`src/rtl/counter_pkg.sv`:
```
// rtl/counter_pkg.sv - shared types and constants for the up/down counter
package counter_pkg;

   typedef enum logic {
      CNT_WRAP = 1'b0,
      CNT_SAT  = 1'b1
   } cnt_mode_e;

   localparam logic CNT_UP   = 1'b1;
   localparam logic CNT_DOWN = 1'b0;

endpackage

```
`src/rtl/counter_prescaler.sv`:
```
// rtl/counter_prescaler.sv - clock-enable divider producing one tick per div+1 enabled cycles
module counter_prescaler #(
   parameter int DIV_W = 4
) (
   input  logic             clk,
   input  logic             reset,
   input  logic             en,
   input  logic             clr,
   input  logic [DIV_W-1:0] div,
   output logic             tick
);

   logic [DIV_W-1:0] pre_cnt_q;
   logic [DIV_W-1:0] pre_cnt_d;

   // A pre_cnt left above a freshly lowered div fires at once rather than running round
   assign tick = en && (pre_cnt_q >= div);

   // Next prescale value: clear on load, freeze while disabled, restart after each tick
   always_comb begin
      pre_cnt_d = pre_cnt_q;
      if (clr) begin
         pre_cnt_d = '0;
      end else if (en) begin
         if (pre_cnt_q >= div) begin
            pre_cnt_d = '0;
         end else begin
            pre_cnt_d = pre_cnt_q + 1'b1;
         end
      end
   end

   // Prescale register with synchronous reset
   always_ff @(posedge clk) begin
      if (reset) begin
         pre_cnt_q <= '0;
      end else begin
         pre_cnt_q <= pre_cnt_d;
      end
   end

endmodule

```
`src/rtl/updown_counter_mod.sv`:
```
// rtl/updown_counter_mod.sv - programmable-modulus up/down counter with prescaler and event flags
module updown_counter_mod
   import counter_pkg::*;
#(
   parameter int WIDTH = 8,
   parameter int DIV_W = 4
) (
   input  logic             clk,
   input  logic             reset,
   input  logic             en,
   input  logic             load,
   input  logic [WIDTH-1:0] load_data,
   input  logic             up_down,
   input  logic [WIDTH-1:0] max_val,
   input  logic             sat_mode,
   input  logic [DIV_W-1:0] div,
   input  logic             clr_flags,
   output logic [WIDTH-1:0] count,
   output logic             tc,
   output logic             ovf,
   output logic             unf,
   output logic             at_max,
   output logic             at_zero
);

   logic [WIDTH-1:0] count_q, count_d;
   logic             tc_q, tc_d;
   logic             ovf_q, ovf_d;
   logic             unf_q, unf_d;
   logic             tick;
   logic             set_ovf, set_unf;
   cnt_mode_e        mode;

   assign mode = cnt_mode_e'(sat_mode);

   counter_prescaler #(
      .DIV_W (DIV_W)
   ) u_prescaler (
      .clk   (clk),
      .reset (reset),
      .en    (en),
      .clr   (load),
      .div   (div),
      .tick  (tick)
   );

   // Load clamps into range and suppresses the step; otherwise a tick moves the count
   always_comb begin
      count_d = count_q;
      tc_d    = 1'b0;
      set_ovf = 1'b0;
      set_unf = 1'b0;
      if (load) begin
         count_d = (load_data > max_val) ? max_val : load_data;
      end else if (tick) begin
         if (up_down == CNT_UP) begin
            if (count_q < max_val) begin
               count_d = count_q + 1'b1;
            end else begin
               count_d = (mode == CNT_SAT) ? max_val : '0;
               tc_d    = 1'b1;
               set_ovf = 1'b1;
            end
         end else begin
            if (count_q > max_val) begin
               // max_val was lowered under the count: pull back into range silently
               count_d = max_val;
            end else if (count_q != '0) begin
               count_d = count_q - 1'b1;
            end else begin
               count_d = (mode == CNT_SAT) ? '0 : max_val;
               tc_d    = 1'b1;
               set_unf = 1'b1;
            end
         end
      end
      // A new event in the clearing cycle must not be lost
      ovf_d = set_ovf | (ovf_q & ~clr_flags);
      unf_d = set_unf | (unf_q & ~clr_flags);
   end

   // Count, terminal-count pulse and sticky flags
   always_ff @(posedge clk) begin
      if (reset) begin
         count_q <= '0;
         tc_q    <= 1'b0;
         ovf_q   <= 1'b0;
         unf_q   <= 1'b0;
      end else begin
         count_q <= count_d;
         tc_q    <= tc_d;
         ovf_q   <= ovf_d;
         unf_q   <= unf_d;
      end
   end

   assign count   = count_q;
   assign tc      = tc_q;
   assign ovf     = ovf_q;
   assign unf     = unf_q;
   assign at_max  = (count_q == max_val);
   assign at_zero = (count_q == '0);

endmodule

```
`config.mk`:
```
export PLATFORM = sky130hd
export DESIGN_NAME = updown_counter_mod
export DESIGN_NICKNAME = d
export VERILOG_FILES = /design/src/rtl/counter_pkg.sv /design/src/rtl/counter_prescaler.sv /design/src/rtl/updown_counter_mod.sv
export SDC_FILE = /design/constraint.sdc
export NUM_CORES = 1
export LEC_CHECK = 0
export CAP_MARGIN = 30
export CORE_ASPECT_RATIO = 0.5
export CORE_MARGIN = 2
export CORE_UTILIZATION = 45
export DETAILED_ROUTE_END_ITERATION = 8
export PLACE_DENSITY = 0.73
export SYNTH_ARGS = -nofsm -noshare
export SYNTH_HDL_FRONTEND = slang
export SYNTH_SLANG_ARGS = --single-unit
```
`constraint.sdc`:
```
create_clock -name clk -period 6.3 [get_ports clk]
set_input_delay 1.26 -clock clk [delete_from_list [all_inputs] [get_ports clk]]
set_output_delay 1.26 -clock clk [all_outputs]
set_load 0.03 [all_outputs]
```
==> flow_metrics.py, run 1 <==
metrics = {
    "status": {
        "outcome": "finished clean",
    },
    "clock_network": {
        "h-tree-depth": 1,
        "cts-hold-fix-buffers": 0,
        "cts_made_buffers": 3,
        "cts_tree": "yes",
        "path_clk_slew_ps": 70,
        "postCtsSetupBuffers": 0,
        "cts_resized": 0,
        "clk_latency_ps": 260,
        "root_buffer": "clkbuf_8",
        "clk_path_buf_depth": 2,
        "cts_sinks": 15,
    },
    "synthesis": {
        "synthTopCellsByCount": "ha_1 (24), inv_1 (20), nor2_1 (17)",
        "ys_seq_area_frac": 0.169,
        "yosys_warnings": 0,
        "syn_area_per_cell_um2": 8.25,
        "synth-seq-cells": 15,
        "synth_ff_type": "dfxtp_1",
        "ys_types": 50,
        "yosys-top-cells-area": "dfxtp_1 (17%), ha_1 (17%), xor2_1 (4.4%)",
        "ys_async_sr_fraction": 0,
        "synth_edf_count": 0,
        "netlist_instances": 215,
        "synth_area_mm2": 0.00177,
        "synth_top_area_cell": "dfxtp_1",
        "synth_top_area_frac": 0.169,
        "yosysMostFrequentCell": "ha_1",
        "syn-num-nets": 266,
    },
    "placement": {
        "hpwl_mm": 3.88,
        "place_inst": 298,
        "dp_slack_ps": 1790,
        "gp_congestion": 0.940,
        "placed_area_mm2": 0.00217,
        "port_buffers": 39,
    },
    "detailed_routing": {
        "vias": 1774,
        "vias_per_cell": 5.87,
        "routed_wl_mm": 4.98,
        "initialDrtViolationCount": 113,
        "drtPass1Iterations": 4,
        "wl_per_cell_um": 16.5,
        "antenna_left": 0,
        "drc": 0,
    },
    "grt": {
        "antenna_found_initial": 0,
        "grt_overflow": 0,
        "grt_pass1_wl_mm": 7.98,
        "grt_usage": 0.222,
        "grt_pass1_vias": 1621,
        "grt_max_degree": 16,
    },
    "floorplan": {
        "io_pins": 40,
        "die_area_mm2": 0.00449,
        "fp-row-count": 16,
        "initial_utilization": 0.461,
        "core_area_mm2": 0.00384,
        "die_h_um": 48.4,
        "die_w_um": 92.8,
    },
    "timing": {
        "clock-skew-final_ps": 8.44,
        "finalHoldViolations": 0,
        "min_period_ps": 4510,
        "fin_setup_tns_ps": 0,
        "fin_crit_sh": 0.716,
        "setup_viol": 0,
        "worst_pin_slew_ps": 635,
        "hold_slack_ps": 468,
        "fmax_mhz": 222,
        "rsz0062_at_grt": "false",
        "slew_headroom": 0.576,
        "slew_viol_final": 0,
        "worst_slack_ps": 1790,
    },
    "cells_and_area": {
        "post-route-util": 0.577,
        "nets": 300,
        "area_growth_pct": 25.1,
        "n_fill_cell": 374,
        "diodes": 0,
        "instances_no_fill": 302,
        "finalInstanceArea_mm2": 0.00222,
        "layout-drive-gt1-share": 0.0847,
    },
    "critical_path": {
        "max_stage_delay_ps": 680,
        "reg2reg_slack_ps": 3680,
        "path_cells": "clkdlybuf4s50_1, inv_1, ha_1, nand4_2, nor2_2, clkdlybuf4s50_1",
        "cp-end-kind": "output pin",
        "cp.arrival_ps": 3250,
        "worst_setup_path_start_kind": "input port",
        "crit_type": "in2out",
        "required_ps": 5040,
        "r2r-start": "count[0]",
        "cp_common_cell": "clkdlybuf4s50_1",
        "cp_slowest_cell": "clkdlybuf4s50_1",
        "startpoint": "max_val[6]",
        "worstPathMaxFanout": 4,
    },
    "power": {
        "p_comb_frac": 0.467,
        "pwr-share-clk": 0.229,
        "power_density_mw_per_mm2": 170,
        "total_power_uw": 377,
        "ir_drop_mv": 0.0742,
        "power_switching_uw": 151,
        "leakagePower_nw": 0.911,
        "power_frac_seq": 0.304,
        "swShare": 0.401,
        "cellInternalPower_uw": 226,
    },
    "hold_path": {
        "hp-class": "reg2reg",
        "min-delay-start": "unf",
    },
    "run": {
        "max-cap-violations": 0,
    },
}
power by group through the flow:
stage | sequential (mW) | combinational [mW] | clock (mW)
6_report | 0.115 | 0.176 | 0.0863
5_1_grt | 0.116 | 0.192 | 0.0942
4_1_cts | 0.115 | 0.175 | 0.0891
3_5_place_dp | 0.117 | 0.174 | 0
3_3_place_gp | 0.117 | 0.172 | 0
2_1_floorplan | 0.119 | 0.120 | 0
cells in the final DEF (no fill, tap or decap), drive strengths merged, types with 2 or more instances in the layout:
| cell type | n |
|---|---|
| a31oi | 2 |
| o21ai | 7 |
| xnor2 | 6 |
| nor3 | 7 |
| or3 | 2 |
| a21oi | 12 |
| a211oi | 2 |
| nand4 | 8 |
| o32ai | 2 |
| dfxtp | 15 |
| a221oi | 4 |
| nor2 | 19 |
| clkbuf | 3 |
| nand3 | 4 |
| a22o | 5 |
| o32a | 2 |
| a211o | 2 |
| and3 | 3 |
| nand2b | 3 |
| nand2 | 10 |
| a311oi | 6 |
| nor2b | 2 |
| mux2 | 7 |
| ha | 24 |
| a21o | 2 |
| o211ai | 5 |
| xor2 | 9 |
| inv | 20 |
| clkdlybuf4s50 | 39 |
| a22oi | 7 |
routing by layer:
| layer | GRT usage | vias to the layer above | share of wire |
|---|---|---|---|
| li1 | - | 864 | - |
| met1 | 0.330 | 835 | 0.47 |
| met2 | 0.339 | 71 | 0.43 |
| met3 | 0.0452 | 4 | 0.094 |
| met4 | 0.0368 | 0 | 0.0054 |
| met5 | 0 | - | 0 |
final timing paths:
| check | cells after the start | endpoint |
|---|---|---|
| worst max register to register | 8 | count[4] |
| worst max-delay path | 6 | at_max |
| worst min register to register | 2 | unf |
| worst min-delay path | 2 | unf |
cell type report:
type / count / area, um2 / share of cell area
Multi-Input combinational cell: 169 / 1330 / 0.599
Timing Repair Buffer: 40 / 398 / 0.179
Sequential cell: 15 / 300 / 0.135
Inverter: 20 / 75.1 / 0.0339
Tap cell: 54 / 67.6 / 0.0305
Clock buffer: 3 / 41.3 / 0.0186
Clock inverter: 1 / 7.51 / 0.00339
critical path: cells and delay by family:
family	cells	cell delay (ps)
adders and majority gates	1	320
and+or+nand+nor	2	320
buffers and inverters	3	1350
cells by family after synthesis:
logic type | Yosys count | share of synthesized area
AO/OA/AOI/OAI | 60 | 0.262
XOR/XNOR | 15 | 0.0741
adder cells (fa/ha/maj) | 24 | 0.169
buffers and inverters | 31 | 0.0819
flip-flops | 15 | 0.169
multiplexers | 8 | 0.0501
AND/OR/NAND/NOR | 62 | 0.193
sequential cells by signal (all words and copies together) (netlist names):
signal	count
ovf	1
u_prescaler.pre_cnt_q	4
count	8
unf	1
tc	1
Note: power is estimated with default switching activity, not from simulation.
==> run 2: changes to the inputs <==
clock period = 4.6 ns   (was 6.3 ns; I/O delays follow)
==> run 2 against run 1 <==
Against the previous run: clock power rose by 37%; flip-flop and latch count did not move; die area did not move; hold slack got worse by 0.60 ps; critical path type unchanged; largest cell class unchanged.
==> flow_metrics.py, run 2 (synthesis results as in run 1) <==
metrics = {
    "status": {
        "outcome": "finished clean",
    },
    "cells_and_area": {
        "layout_commonest_cell": "clkdlybuf4s50_1",
        "largest_reg_flops": 8,
        "diodes": 0,
        "nets": 300,
        "area_growth_pct": 25.1,
        "final_cell_mix": "clkdlybuf4s50_1 (39), ha_1 (24), inv_1 (20)",
        "instances_no_fill": 302,
        "finalInstanceArea_mm2": 0.00222,
        "layout-drive-gt1-share": 0.0847,
    },
    "critical_path": {
        "cp.arrival_ps": 2890,
        "max_stage_delay_ps": 680,
        "crit_type": "in2out",
        "worstPathMaxFanout": 4,
        "worst_setup_path_start_kind": "input port",
        "cp_common_cell": "clkdlybuf4s50_1",
        "cp_slowest_cell": "clkdlybuf4s50_1",
        "r2r_cells": 8,
        "r2r_end": "count[4]",
        "startpoint": "max_val[6]",
        "reg2reg_slack_ps": 1990,
        "cp-end-kind": "output pin",
        "worst-path-buf-inv": 3,
        "critPathTopFamily": "buffers and inverters",
        "required_ps": 3680,
        "r2r-start": "count[0]",
        "path_cells": "clkdlybuf4s50_1, inv_1, ha_1, nand4_2, nor2_2, clkdlybuf4s50_1",
        "endpoint": "at_max",
        "cp.depth": 6,
    },
    "grt": {
        "grt_pass1_wl_mm": 8.09,
        "grt_usage": 0.228,
        "grt_overflow": 0,
        "antenna_found_initial": 0,
        "grt_max_degree": 16,
        "grt_pass1_vias": 1651,
    },
    "clock_network": {
        "root_buffer": "clkbuf_8",
        "cts_resized": 0,
        "postCtsSetupBuffers": 0,
        "h-tree-depth": 1,
        "path_clk_slew_ps": 70,
        "cts_tree": "yes",
        "cts-hold-fix-buffers": 0,
        "clk_path_buf_depth": 2,
        "clk_latency_ps": 260,
        "cts_sinks": 15,
        "cts_made_buffers": 3,
    },
    "timing": {
        "min_period_ps": 3810,
        "fin_setup_tns_ps": 0,
        "finalHoldViolations": 0,
        "setup_viol": 0,
        "slew_viol_final": 0,
        "rsz0062_at_grt": "false",
        "fmax_mhz": 262,
        "fin_crit_sh": 0.828,
        "worst_slack_ps": 790,
        "hold_slack_ps": 467,
        "worst_pin_slew_ps": 655,
        "slew_headroom": 0.562,
        "clock-skew-final_ps": 7.77,
    },
    "detailed_routing": {
        "drtPass1Iterations": 4,
        "vias_per_cell": 5.78,
        "vias": 1745,
        "wl_met2_mm": 2.12,
        "antenna_left": 0,
        "drc": 0,
        "routed_wl_mm": 4.93,
        "routed.top_layer": "met4",
        "wl_met3_um": 378,
        "initialDrtViolationCount": 127,
        "wl_per_cell_um": 16.3,
        "met1_length_mm": 2.39,
    },
    "floorplan": {
        "initial_utilization": 0.461,
        "die_h_um": 48.4,
        "die_w_um": 92.8,
        "fp-row-count": 16,
        "core_area_mm2": 0.00384,
        "io_pins": 40,
        "die_area_mm2": 0.00449,
    },
    "power": {
        "power_density_mw_per_mm2": 232,
        "ir_drop_mv": 0.102,
        "leakagePower_nw": 0.911,
    },
    "placement": {
        "dp_slack_ps": 778,
        "place_inst": 298,
        "port_buffers": 39,
        "placed_area_mm2": 0.00217,
        "hpwl_mm": 3.85,
        "gp_congestion": 0.940,
    },
    "run": {
        "max-cap-violations": 0,
    },
    "hold_path": {
        "hp-class": "reg2reg",
    },
}
-- run 2: cell counts in the layout (fill, tap and decap cells not counted) --
No cell type changed its count.
-- run 2: per-layer routing --
metal	up-vias	global-route usage
met1	813	0.339
met4	0	0.0490
met5	-	0
met3	5	0.0514
li1	866	-
met2	61	0.338
-- run 2: how the worst min path moves through the flow --
stage / startpoint / end / slack (ps) / cells past startpoint
2_1_floorplan: u_prescaler.pre_cnt_q[1] / u_prescaler.pre_cnt_q[1] / 530 / 2
3_3_place_gp: unf / unf / 460 / 2
3_5_place_dp: unf / unf / 470 / 2
4_1_cts: unf / unf / 480 / 2
5_1_grt: unf / unf / 510 / 2
6_report: unf / unf / 470 / 2
-- run 2: stage by stage --
stage,power (mW),utilization
finish,0.515,0.577
global route,0.550,0.577
CTS,0.518,0.577
detailed placement,0.398,0.564
global placement,0.395,0.564
floorplan,0.328,-
-- run 2: power by group --
group	leakage, nW	switching [mW]	internal (mW)
clock	0.0217	0.0566	0.0610
combinational	0.766	0.129	0.111
sequential	0.123	0.0201	0.137
-- run 2: cell type report --
type / instances / area [um2]
clock inverters: 1 / 7.51
inverters: 20 / 75.1
clock buffers: 3 / 41.3
repair buffers: 40 / 398
fillers: 369 / 1630
multi-input cells: 169 / 1330
well taps: 54 / 67.6
flip-flops and latches: 15 / 300
-- run 2: tightest hold or removal path: cells and delay by family, from the launching register on --
family	cells	cell delay (ps)
and+or+nand+nor	1	60
DFF	1	310
AOI/OAI and AO/OA	1	50
==> run 3: changes to the inputs <==
clock period = 3.7 ns   (was 4.6 ns; I/O delays follow)
==> run 3 against run 2 <==
Against the previous run: setup slack got worse by 580 ps; largest cell class unchanged; sequential share of layout area decreased by 0.14 points; critical path type unchanged; utilization increased by 0.59 points; register-to-register slack got worse by 960 ps; non-clock buffer count increased by 3; clock skew decreased by 4.4 ps.
==> flow_metrics.py, run 3 (synthesis results as in run 1) <==
metrics = {
    "run": {
        "max-cap-violations": 0,
    },
    "clock_network": {
        "clk_path_buf_depth": 2,
        "cts_sinks": 15,
        "cts_resized": 0,
        "cts_tree": "yes",
        "cts_made_buffers": 3,
        "cts-hold-fix-buffers": 0,
        "h-tree-depth": 1,
        "clk_latency_ps": 260,
        "root_buffer": "clkbuf_8",
        "postCtsSetupBuffers": 0,
        "path_clk_slew_ps": 70,
    },
    "timing": {
        "setup_viol": 0,
        "worst_pin_slew_ps": 571,
        "slew_headroom": 0.618,
        "finalHoldViolations": 0,
        "rsz0062_at_grt": "false",
        "clock-skew-final_ps": 3.41,
        "fin_crit_sh": 0.944,
        "fin_setup_tns_ps": 0,
        "fmax_mhz": 286,
        "slew_viol_final": 0,
        "min_period_ps": 3490,
    },
    "grt": {
        "grt_usage": 0.229,
        "antenna_found_initial": 0,
        "grt_max_degree": 16,
        "grt_pass1_wl_mm": 8.13,
        "grt_pass1_vias": 1624,
        "grt_overflow": 0,
    },
    "cells_and_area": {
        "layout-drive-gt1-share": 0.0956,
        "n_fill_cell": 356,
        "nets": 303,
        "multi_input_area_mm2": 0.00133,
        "layout_commonest_cell": "clkdlybuf4s50_1",
        "area_growth_pct": 26.3,
        "diodes": 0,
        "final_cell_mix": "clkdlybuf4s50_1 (39), ha_1 (24), inv_1 (20)",
        "largest_reg_flops": 8,
        "register_area_um2": 300,
    },
    "floorplan": {
        "core_area_mm2": 0.00384,
        "initial_utilization": 0.461,
        "io_pins": 40,
        "die_h_um": 48.4,
        "die_area_mm2": 0.00449,
        "fp-row-count": 16,
        "die_w_um": 92.8,
    },
    "critical_path": {
        "r2r-start": "count[0]",
        "crit_type": "in2out",
        "max_stage_delay_ps": 680,
        "cp-end-kind": "output pin",
        "cp_common_cell": "clkdlybuf4s50_1",
        "path_cells": "clkdlybuf4s50_1, inv_1, ha_1, nand4_2, nor2_2, clkdlybuf4s50_1",
        "worstPathMaxFanout": 4,
        "worst_setup_path_start_kind": "input port",
        "cp.arrival_ps": 2750,
        "required_ps": 2960,
        "startpoint": "max_val[6]",
        "cp_slowest_cell": "clkdlybuf4s50_1",
    },
    "detailed_routing": {
        "routed_wl_mm": 5.03,
        "vias": 1768,
        "antenna_left": 0,
        "drc": 0,
        "drtPass1Iterations": 4,
        "vias_per_cell": 5.80,
        "wl_per_cell_um": 16.5,
        "initialDrtViolationCount": 139,
    },
    "placement": {
        "gp_congestion": 0.946,
        "hpwl_mm": 3.83,
        "port_buffers": 39,
    },
    "hold_path": {
        "hp-class": "reg2reg",
        "min-delay-start": "unf",
    },
    "power": {
        "leakagePower_nw": 0.925,
        "power_density_mw_per_mm2": 289,
        "ir_drop_mv": 0.136,
        "total_power_uw": 646,
    },
    "status": {
        "outcome": "finished clean",
    },
}
==> run 3: cell count changes in the layout (fill, tap and decap cells not counted), sizes merged <==
cell	change
buf	+3
==> run 3: critical path: cells and delay by family <==
kind,cells,cell delay [ps]
buffers and inverters,3,1360
and+or+nand+nor,2,340
adders and majority gates,1,320
==> run 3: layout make-up <==
class | instances | share of cell area
multi-input cells | 169 | 0.593
inverters | 20 | 0.0335
well taps | 54 | 0.0302
clock inverters | 1 | 0.00335
clock buffers | 3 | 0.0184
repair buffers | 43 | 0.188
flip-flops and latches | 15 | 0.134
==> run 3: path summary, 6_finish.rpt <==
check	end	slack [ps]	depth (start not counted)
setup reg to reg	count[1]	1030	9
setup / recovery	at_max	210	6
hold reg to reg	unf	480	2
hold / removal	unf	480	2
==> run 3: stage by stage <==
step           instances  setup slack, ps  area [um2]  hold slack [ps]   util
2_1_floorplan        215             1070        1770              529      -
3_3_place_gp         301              267        2190              459  0.570
3_5_place_dp         301              238        2190              470  0.570
4_1_cts              305              234        2240              480  0.583
5_1_grt              305              138        2240              505  0.583
6_report             305              209        2240              475  0.583
==> run 3: per-layer routing <==
layer  vias to the layer above  routed length, um  share of wire  global-route usage
met3                         4                416          0.083              0.0545
met2                        69               2050           0.41               0.344
met1                       821               2540           0.50               0.336
li1                        874                  -              -                   -
met4                         0                 26         0.0052              0.0466
met5                         -                  0              0                   0
==> run 3: power by group <==
| part | internal, mW | total, mW | switching (mW) |
|---|---|---|---|
| Clock | 0.0759 | 0.145 | 0.0696 |
| Combinational | 0.143 | 0.305 | 0.163 |
| Sequential | 0.171 | 0.196 | 0.0253 |
